## src/rtl/turf_generic_narb.sv

```systemverilog
// Round-robin N-port to single-master bus arbiter with per-transaction timeout.
// One transaction is in flight at a time: IDLE grants, ISSUE waits for the master, DONE acks the port.
module turf_generic_narb #(
    parameter int NPORTS  = 4,
    parameter int ADDR_W  = 28,
    parameter int DATA_W  = 32,
    parameter int TIMEOUT = 255
) (
    input  logic                       clk,
    input  logic                       rst,
    input  logic [NPORTS-1:0]          s_en_i,
    input  logic [NPORTS-1:0]          s_wr_i,
    input  logic [NPORTS*ADDR_W-1:0]   s_adr_i,
    input  logic [NPORTS*DATA_W-1:0]   s_dat_i,
    output logic [NPORTS-1:0]          s_ack_o,
    output logic [NPORTS-1:0]          s_err_o,
    output logic [DATA_W-1:0]          s_dat_o,
    output logic                       m_en_o,
    output logic                       m_wr_o,
    input  logic                       m_ack_i,
    output logic [ADDR_W-1:0]          m_adr_o,
    output logic [DATA_W-1:0]          m_dat_o,
    input  logic [DATA_W-1:0]          m_dat_i,
    output logic                       busy_o,
    output logic [$clog2(NPORTS)-1:0]  cur_port_o
);

    localparam int PW = $clog2(NPORTS);
    localparam int CW = 16;
    localparam logic [CW-1:0] TO_LAST = CW'(TIMEOUT - 1);

    localparam logic [1:0] ST_IDLE  = 2'd0;
    localparam logic [1:0] ST_ISSUE = 2'd1;
    localparam logic [1:0] ST_DONE  = 2'd2;

    logic [1:0]    state;
    logic [PW-1:0] last_q;
    logic [CW-1:0] to_cnt;
    logic [PW-1:0] pick;
    logic          pick_vld;
    logic [PW:0]   cand;

    // Walk from farthest to nearest so the port closest after last_q overrides the rest.
    always_comb begin
        pick     = last_q;
        pick_vld = 1'b0;
        cand     = '0;
        for (int i = NPORTS; i >= 1; i--) begin
            cand = {1'b0, last_q} + (PW+1)'(i);
            if (cand >= (PW+1)'(NPORTS)) begin
                cand = cand - (PW+1)'(NPORTS);
            end
            if (s_en_i[cand[PW-1:0]]) begin
                pick     = cand[PW-1:0];
                pick_vld = 1'b1;
            end
        end
    end

    assign m_en_o = (state == ST_ISSUE);
    assign busy_o = (state != ST_IDLE);

    always_ff @(posedge clk or negedge rst) begin
        if (!rst) begin
            state      <= ST_IDLE;
            last_q     <= PW'(NPORTS - 1);
            cur_port_o <= '0;
            to_cnt     <= '0;
            m_wr_o     <= 1'b0;
            m_adr_o    <= '0;
            m_dat_o    <= '0;
            s_ack_o    <= '0;
            s_err_o    <= '0;
            s_dat_o    <= '0;
        end else begin
            s_ack_o <= '0;
            s_err_o <= '0;
            case (state)
                ST_IDLE: begin
                    if (pick_vld) begin
                        state      <= ST_ISSUE;
                        last_q     <= pick;
                        cur_port_o <= pick;
                        to_cnt     <= '0;
                        m_wr_o     <= s_wr_i[pick];
                        m_adr_o    <= s_adr_i[int'(pick)*ADDR_W +: ADDR_W];
                        m_dat_o    <= s_dat_i[int'(pick)*DATA_W +: DATA_W];
                    end
                end
                ST_ISSUE: begin
                    // A master ack always beats an expiring timeout in the same cycle.
                    if (m_ack_i) begin
                        state   <= ST_DONE;
                        s_ack_o <= {{(NPORTS-1){1'b0}}, 1'b1} << last_q;
                        if (!m_wr_o) begin
                            s_dat_o <= m_dat_i;
                        end
                    end else if (to_cnt == TO_LAST) begin
                        state   <= ST_DONE;
                        s_ack_o <= {{(NPORTS-1){1'b0}}, 1'b1} << last_q;
                        s_err_o <= {{(NPORTS-1){1'b0}}, 1'b1} << last_q;
                        if (!m_wr_o) begin
                            s_dat_o <= '1;
                        end
                    end else begin
                        to_cnt <= to_cnt + 1'b1;
                    end
                end
                ST_DONE: state <= ST_IDLE;
                default: state <= ST_IDLE;
            endcase
        end
    end

endmodule

```

## config.mk

```make
export PLATFORM = sky130hd
export DESIGN_NAME = turf_generic_narb
export DESIGN_NICKNAME = d
export VERILOG_FILES = /design/src/rtl/turf_generic_narb.sv
export SDC_FILE = /design/constraint.sdc
export NUM_CORES = 1
export LEC_CHECK = 0
export ABC_AREA = 1
export CELL_PAD_IN_SITES_DETAIL_PLACEMENT = 0
export CELL_PAD_IN_SITES_GLOBAL_PLACEMENT = 2
export CORE_AREA = 2 2 166 168
export CTS_BUF_LIST = sky130_fd_sc_hd__clkbuf_16
export DETAILED_ROUTE_END_ITERATION = 16
export DIE_AREA = 0 0 168 170
export DONT_BUFFER_PORTS = 1
export GPL_ROUTABILITY_DRIVEN = 1
export PLACE_DENSITY_LB_ADDON = 0.1
export SLEW_MARGIN = 10
export SYNTH_ARGS = -nofsm -noshare
export SYNTH_HDL_FRONTEND = slang
export SYNTH_SLANG_ARGS = --single-unit
```

## constraint.sdc

```tcl
create_clock -name clk -period 3 [get_ports clk]
set_input_delay 0.75 -clock clk [delete_from_list [all_inputs] [get_ports clk]]
set_output_delay 0.75 -clock clk [all_outputs]
set_load 0.05 [all_outputs]
```

Word level (Yosys, flattened, before mapping)
Index checks and enable logic that the tools add are counted.
{ "totals": {"ff_bits": 123, "latch_bits": 0, "ram_bits": 0, "rom_bits": 0, "output_inout_bits": 105, "mem_count": 0} }
{ "classes": {"n_addsub": 9, "mul": 1, "div": 0, "order_cmp": 9, "eq_ne": 8, "n_shift": 3, "n_mux": 39, "bitwise_logic": 0, "reduce_logical": 8} }
{ "op_table": {"columns": ["op", "count"], "rows": [
  ["32-bit two-way mux", 4],
  ["128-bit by 8-bit indexed part select with 32-bit output", 1],
  ["112-bit by 8-bit indexed part select with 28-bit output", 1],
  ["16-bit two-way mux", 3],
  ["16-bit case mux with 2 select lines", 1],
  ["2-bit two-way mux", 11],
  ["4-bit two-way mux", 5],
  ["16-bit by 1-bit adder with 16-bit output (second input constant)", 1],
  ["16-bit by 8-bit == test with 1-bit output (second input constant)", 1],
  ["2-bit by 3-bit less-than comparator with 1-bit output (second input constant)", 5],
  ["3-bit >= comparator (second input constant)", 4],
  ["1-bit binary-select mux with 2-bit select", 5],
  ["2-bit != test (second input constant)", 5],
  ["1-bit two-way mux", 9],
  ["4-bit AND reduction", 2],
  ["2-bit by 1-bit subtractor with 2-bit output (second input constant)", 4],
  ["2-bit by 2-bit adder with 3-bit output (second input constant)", 2],
  ["2-bit nonzero test", 3],
  ["2-bit by 3-bit multiplier with 5-bit output (second input constant)", 1],
  ["2-bit case mux with 2 select lines", 1],
  ["2-bit AND reduction", 2],
  ["1-bit by 2-bit left shift with 4-bit output (first input constant)", 1],
  ["2-bit by 1-bit adder with 3-bit output (second input constant)", 1],
  ["2-bit by 3-bit adder with 3-bit output (second input constant)", 1],
  ["other kinds (3)", 3]
]} }

Depth between registers and ports, before layout
{ "logic_depth": {"ltp_word": 11, "depth_mapped": 16, "ltp_nobuf": 14} }

Worst setup path after synthesis
Ideal clock, no wire load.
{ "synth_timing": {"kind": "reg-to-reg", "startpoint": "register last_q[0]", "endpoint": "register m_wr_o", "setup_time_ns": 0.118, "arrival_ns": 2.066, "required_time_ns": 2.882, "path_slack_ns": 0.816, "path_stages_with_launch": 15, "n_path_buf": 2, "synth_period_minus_slack_ns": 2.184, "cell_sequence": "dfstp_2 buf_4 inv_4 ha_1 inv_1 nand3_1 nand2_1 inv_2 nand3_4 clkbuf_1 nand3_1 nand3_1 nand2_1 nand2_1 nand2_1"} }
{ "synth_via": {"elab_chain_len": 11, "elab_cells_between_ends": 35, "classes_between": "add/sub (8); order compare (4); mux (22); reduce/logical (1)"} }
{ "synth_rtl": {"columns": ["element", "line_no", "rtl"], "rows": [
  ["start: declaration", "37", "logic [PW-1:0] last_q;"],
  ["start signal: assignment", "66", "last_q <= PW'(NPORTS - 1);"],
  ["start signal: assignment", "82", "last_q <= pick;"],
  ["2-bit by 3-bit adder with 3-bit output", "49", "cand = {1'b0, last_q} + (PW+1)'(i);"],
  ["3-bit >= comparator or 2-bit by 1-bit subtractor with 2-bit output (tied branches)", "50, 51", null],
  ["2-bit two-way mux", "50", "if (cand >= (PW+1)'(NPORTS)) begin"],
  ["1-bit binary-select mux with 2-bit select", "53", "if (s_en_i[cand[PW-1:0]]) begin"],
  ["1-bit two-way mux (not written as such)", "53", null],
  ["2-bit two-way mux (4 in a row)", "53", null],
  ["1-bit binary-select mux with 2-bit select", "85", "m_wr_o <= s_wr_i[pick];"],
  ["1-bit two-way mux (not written as such)", "85", null],
  ["end signal: assignment", "85", null],
  ["end: declaration", "19", "output logic m_wr_o,"]
]} }
Parallel ways exist; a longest one is shown, timed or not. The select of a mux whose other input is x is not followed.
A chain may end at the register's enable or synchronous reset.

Final worst setup path
{ "layout_timing": {"startpoint": "register last_q[0]", "endpoint": "register m_dat_o[13]"} }
{ "layout_via": {"elab_chain_len": 10, "elab_cells_between_ends": 34, "classes_between": "add/sub (8); order compare (4); shift (1); mux (20); reduce/logical (1)"} }
{ "layout_rtl": {"columns": ["element", "line_no", "rtl"], "rows": [
  ["2-bit by 3-bit adder with 3-bit output", "49", null],
  ["3-bit >= comparator or 2-bit by 1-bit subtractor with 2-bit output (tied branches)", "50, 51", null],
  ["2-bit two-way mux", "50", null],
  ["1-bit binary-select mux with 2-bit select", "53", null],
  ["1-bit two-way mux (not written as such)", "53", null],
  ["2-bit two-way mux or 1-bit two-way mux (tied branches) (4 in a row)", "53", null],
  ["128-bit by 8-bit indexed part select with 32-bit output or 2-bit AND reduction (tied branches)", null, null],
  ["end signal: assignment", "87", "m_dat_o <= s_dat_i[int'(pick)*DATA_W +: DATA_W];"],
  ["end: declaration", "22", "output logic [DATA_W-1:0] m_dat_o,"]
]} }
Parallel ways exist; a longest one is shown, timed or not. The select of a mux whose other input is x is not followed.

==> metrics.md <==
| Metric | Value |
|---|---|
| Outcome | finished clean |
| Drt pass-1 iters | 5 |
| Vias per inst | 4.929 |
| CTS clock-pin slew for the worst setup and hold paths | 0.07 ns |
| XOR/XNOR Fraction of Synth Area | 0.6192% |
| Post-layout util | 35.30% |
| GPL Wtd Cong | 0.7852 |
| Port Buffers | 0 |
| Top Ports | 388 |
| Synth warn | 0 |
| Post-Synth Simple-Gate Area | 41.10% |
| Via count | 8216 |
| Largest net degree at the start of global routing | 118 |
| Worst-Margin Slew | 0.8011 ns |
| Sink Count | 123 |
| Cells after synthesis | 1350 |
| Critical path's slowest cell | dfstp_2 |
| Final net count | 1601 |
| Crit path required time | 3.36 ns |
| Final Cycle Share | 89.80% |
| Max-slew headroom | 46.53% |
| #FFs+latches synth | 123 |
| Fraction of layout cells with a size suffix above 1 | 6.113% |
| Vias in the first global route | 8224 |
| Clk_lat worst skew | 0.43 ns |
| Reg2reg start | last_q[0] |
| Number of remaining DRC errors | 0 |
| Post-CTS Setup Bufs | 0 |
| Mux contribution to synthesized area | 0% |
| Setup CP Type | flop to flop |
| Unrepaired setup endpoints after global routing | false |
| Total grt overflow | 0 |
| Max-slew violations | 0 |
| Cell taking the most area after synthesis | dfrtp_1 |
| Root buf cell | clkbuf_16 |
| Syn Nets | 1639 |
| Max-Cap Viols | 0 |
| Post-synthesis adder-cell area fraction | 0.8846% |
| Bufs on Longest Clock Path | 2 |
| DRT Wirelength | 32.59 mm |
| Post-synth top area share | 35.68% |
| Worst path most repeated cell | nand2_1 |
| Num rows | 60 |
| Drt wl/cell | 19.55 um |
| Largest family of logic cells by synthesized area | simple AND/OR/NAND/NOR gates |
| Fin crit period | 2.694 ns |
| Initial antenna violation count | 1 |
| Mapped cell area | 8487 um^2 |
| Most frequent cells in the layout | nand2_1, nand3_1, inv_1, dfrtp_1, o21ai_0 |
| Area grow syn2layout | 10.84% |
| CTS tree | done |
| CP Max Fanout | 25 |
| Num CTS Buffers | 17 |
| RR Endpoint | m_dat_o[13] |
| Initial Util | 31.85% |
| Synth area leaders | dfrtp_1, nand3_1, nand2_1, inv_1, o21ai_0 |
| Overall routing resource usage | 22.51% |
| Synth Area in Compound Gates | 3.170% |
| CTS H-tree depth | 4 |
| Die width | 168 um |
| # setup viols final | 0 |
| Crit path DAT | 3.05 ns |
| Hold crit path type | input port to asynchronous set/reset pin |
| DR iter-0 viols | 508 |
| Crit-path max cell delay | 0.69 ns |
| DRT antenna net count | 0 |
| Crit path launch type | flop |
| Worst Clk Skew | 0.01711 ns |
| Worst Setup End Kind | flop |
| Die Y | 170 um |
| Setup TNS | 0 ns |
| Post-synthesis average cell area | 6.287 um^2 |
| CP cell instances | inv_4 -> ha_1 -> inv_1 -> nand3_1 -> nand2_1 -> nor2_1 -> nand2_1 -> nand2_2 -> inv_2 -> buf_12 -> nand3_1 -> nand2_1 -> nand2_1 -> nand2_1 |
| Commonest non-fill, non-tap cell in the layout | nand2_1 |
| Min Hold Slack | 0.02277 ns |
| Register area share after synthesis | 36.30% |
| Post-synth cell types | 25 |
| Hold Fails Final Rpt | 0 |
| Fmax | 0.3712 GHz |
| Die area | 28560 um^2 |
| Final HPWL DP | 22.48 mm |
| Core Area | 26650 um^2 |
| First-pass GRT wire length | 49.52 mm |
| Worst reg2reg path depth | 14 |
| Flop2flop setup slack | 0.31 ns |
-- cell families (layout without fill, tap and decap cells) --
| logic type | Yosys count | in the layout |
|---|---|---|
| AO/OA/AOI/OAI | 53 | 53 |
| adder cells (fa/ha/maj) | 6 | 6 |
| XOR/XNOR | 6 | 6 |
| AND/OR/NAND/NOR | 794 | 794 |
| buffers and inverters | 368 | 343 |
| other | 0 | 1 |
| flip-flops | 123 | 123 |
-- how the worst max path moves through the flow --
stage               from          end  slack, ns  cells after the start
6_report       last_q[0]  m_dat_o[13]       0.31                     14
5_1_grt        last_q[0]  m_dat_o[11]       0.11                     15
4_1_cts        last_q[0]  m_dat_o[11]       0.29                     15
3_5_place_dp   last_q[0]  m_dat_o[11]       0.31                     15
3_3_place_gp   last_q[0]  m_dat_o[13]       0.35                     14
2_1_floorplan  last_q[0]       m_wr_o       0.82                     14
-- layout make-up --
class / count / area [um^2]
Timing Repair Buffer: 25 / 342.8
Clock inverter: 15 / 145.1
Inverter: 286 / 1076
Fill cell: 3009 / 17240
Tap cell: 341 / 426.7
Multi-Input combinational cell: 859 / 3908
Sequential cell: 123 / 3080
Clock buffer: 17 / 425.4
Antenna cell: 1 / 2.502
-- stage by stage --
stage	std cells	cell area (um^2)	setup WS [ns]
after floorplan	1350	8487	0.8159
after global placement	1632	8813	0.3537
after detailed placement	1632	8813	0.3120
after CTS	1665	9394	0.2860
after global routing	1666	9404	0.1144
final	1667	9407	0.3060
-- worst max-delay path, delay by kind of cell, from the launching register on --
kind / cells / cell delay, ns
and+or+nand+nor: 9 / 0.86
buffers and inverters: 4 / 0.76
DFF: 1 / 0.69
adders and majority gates: 1 / 0.34
-- registers in the layout (all words and copies together) (netlist names) --
| register | cells |
|---|---|
| m_wr_o | 1 |
| s_dat_o | 32 |
| cur_port_o | 2 |
| to_cnt | 16 |
| m_adr_o | 28 |
| s_ack_o | 4 |
| m_dat_o | 32 |
| state | 2 |
| last_q | 2 |
| s_err_o | 4 |
-- synth_stat cells --
cell type,number
dfrtp_1,121
xor2_1,6
a21oi_1,3
dfstp_2,2
nand2_2,5
ha_1,6
inv_1,277
nor4_1,5
a21o_2,1
clkbuf_1,25
nand3_1,322
nor2_1,19
nor3_1,11
nor2_4,2
o21ai_0,48
nand3_4,1
nand4_1,12
buf_6,9
nand2_1,416
o21ai_1,1
buf_2,44
nand2_4,1
buf_4,4
inv_4,1
inv_2,8
-- layer usage --
layer | vias to the layer above | part of all wire [%] | GRT usage [%]
li1 | 4070 | - | -
met3 | 33 | 7.7 | 7.302
met5 | - | 0 | 0
met4 | 0 | 2.2 | 7.032
met1 | 3838 | 43 | 28.01
met2 | 275 | 47 | 37.10
-- repair_timing --
action / 4_1_cts / 5_1_grt
endpoints found under the hold margin: 7 / 1
hold buffers: 1 / 1
resized for setup: 0 / 0
Power is not shown: default switching activity piles up to over one toggle a cycle in this logic, so the estimate is an artifact.
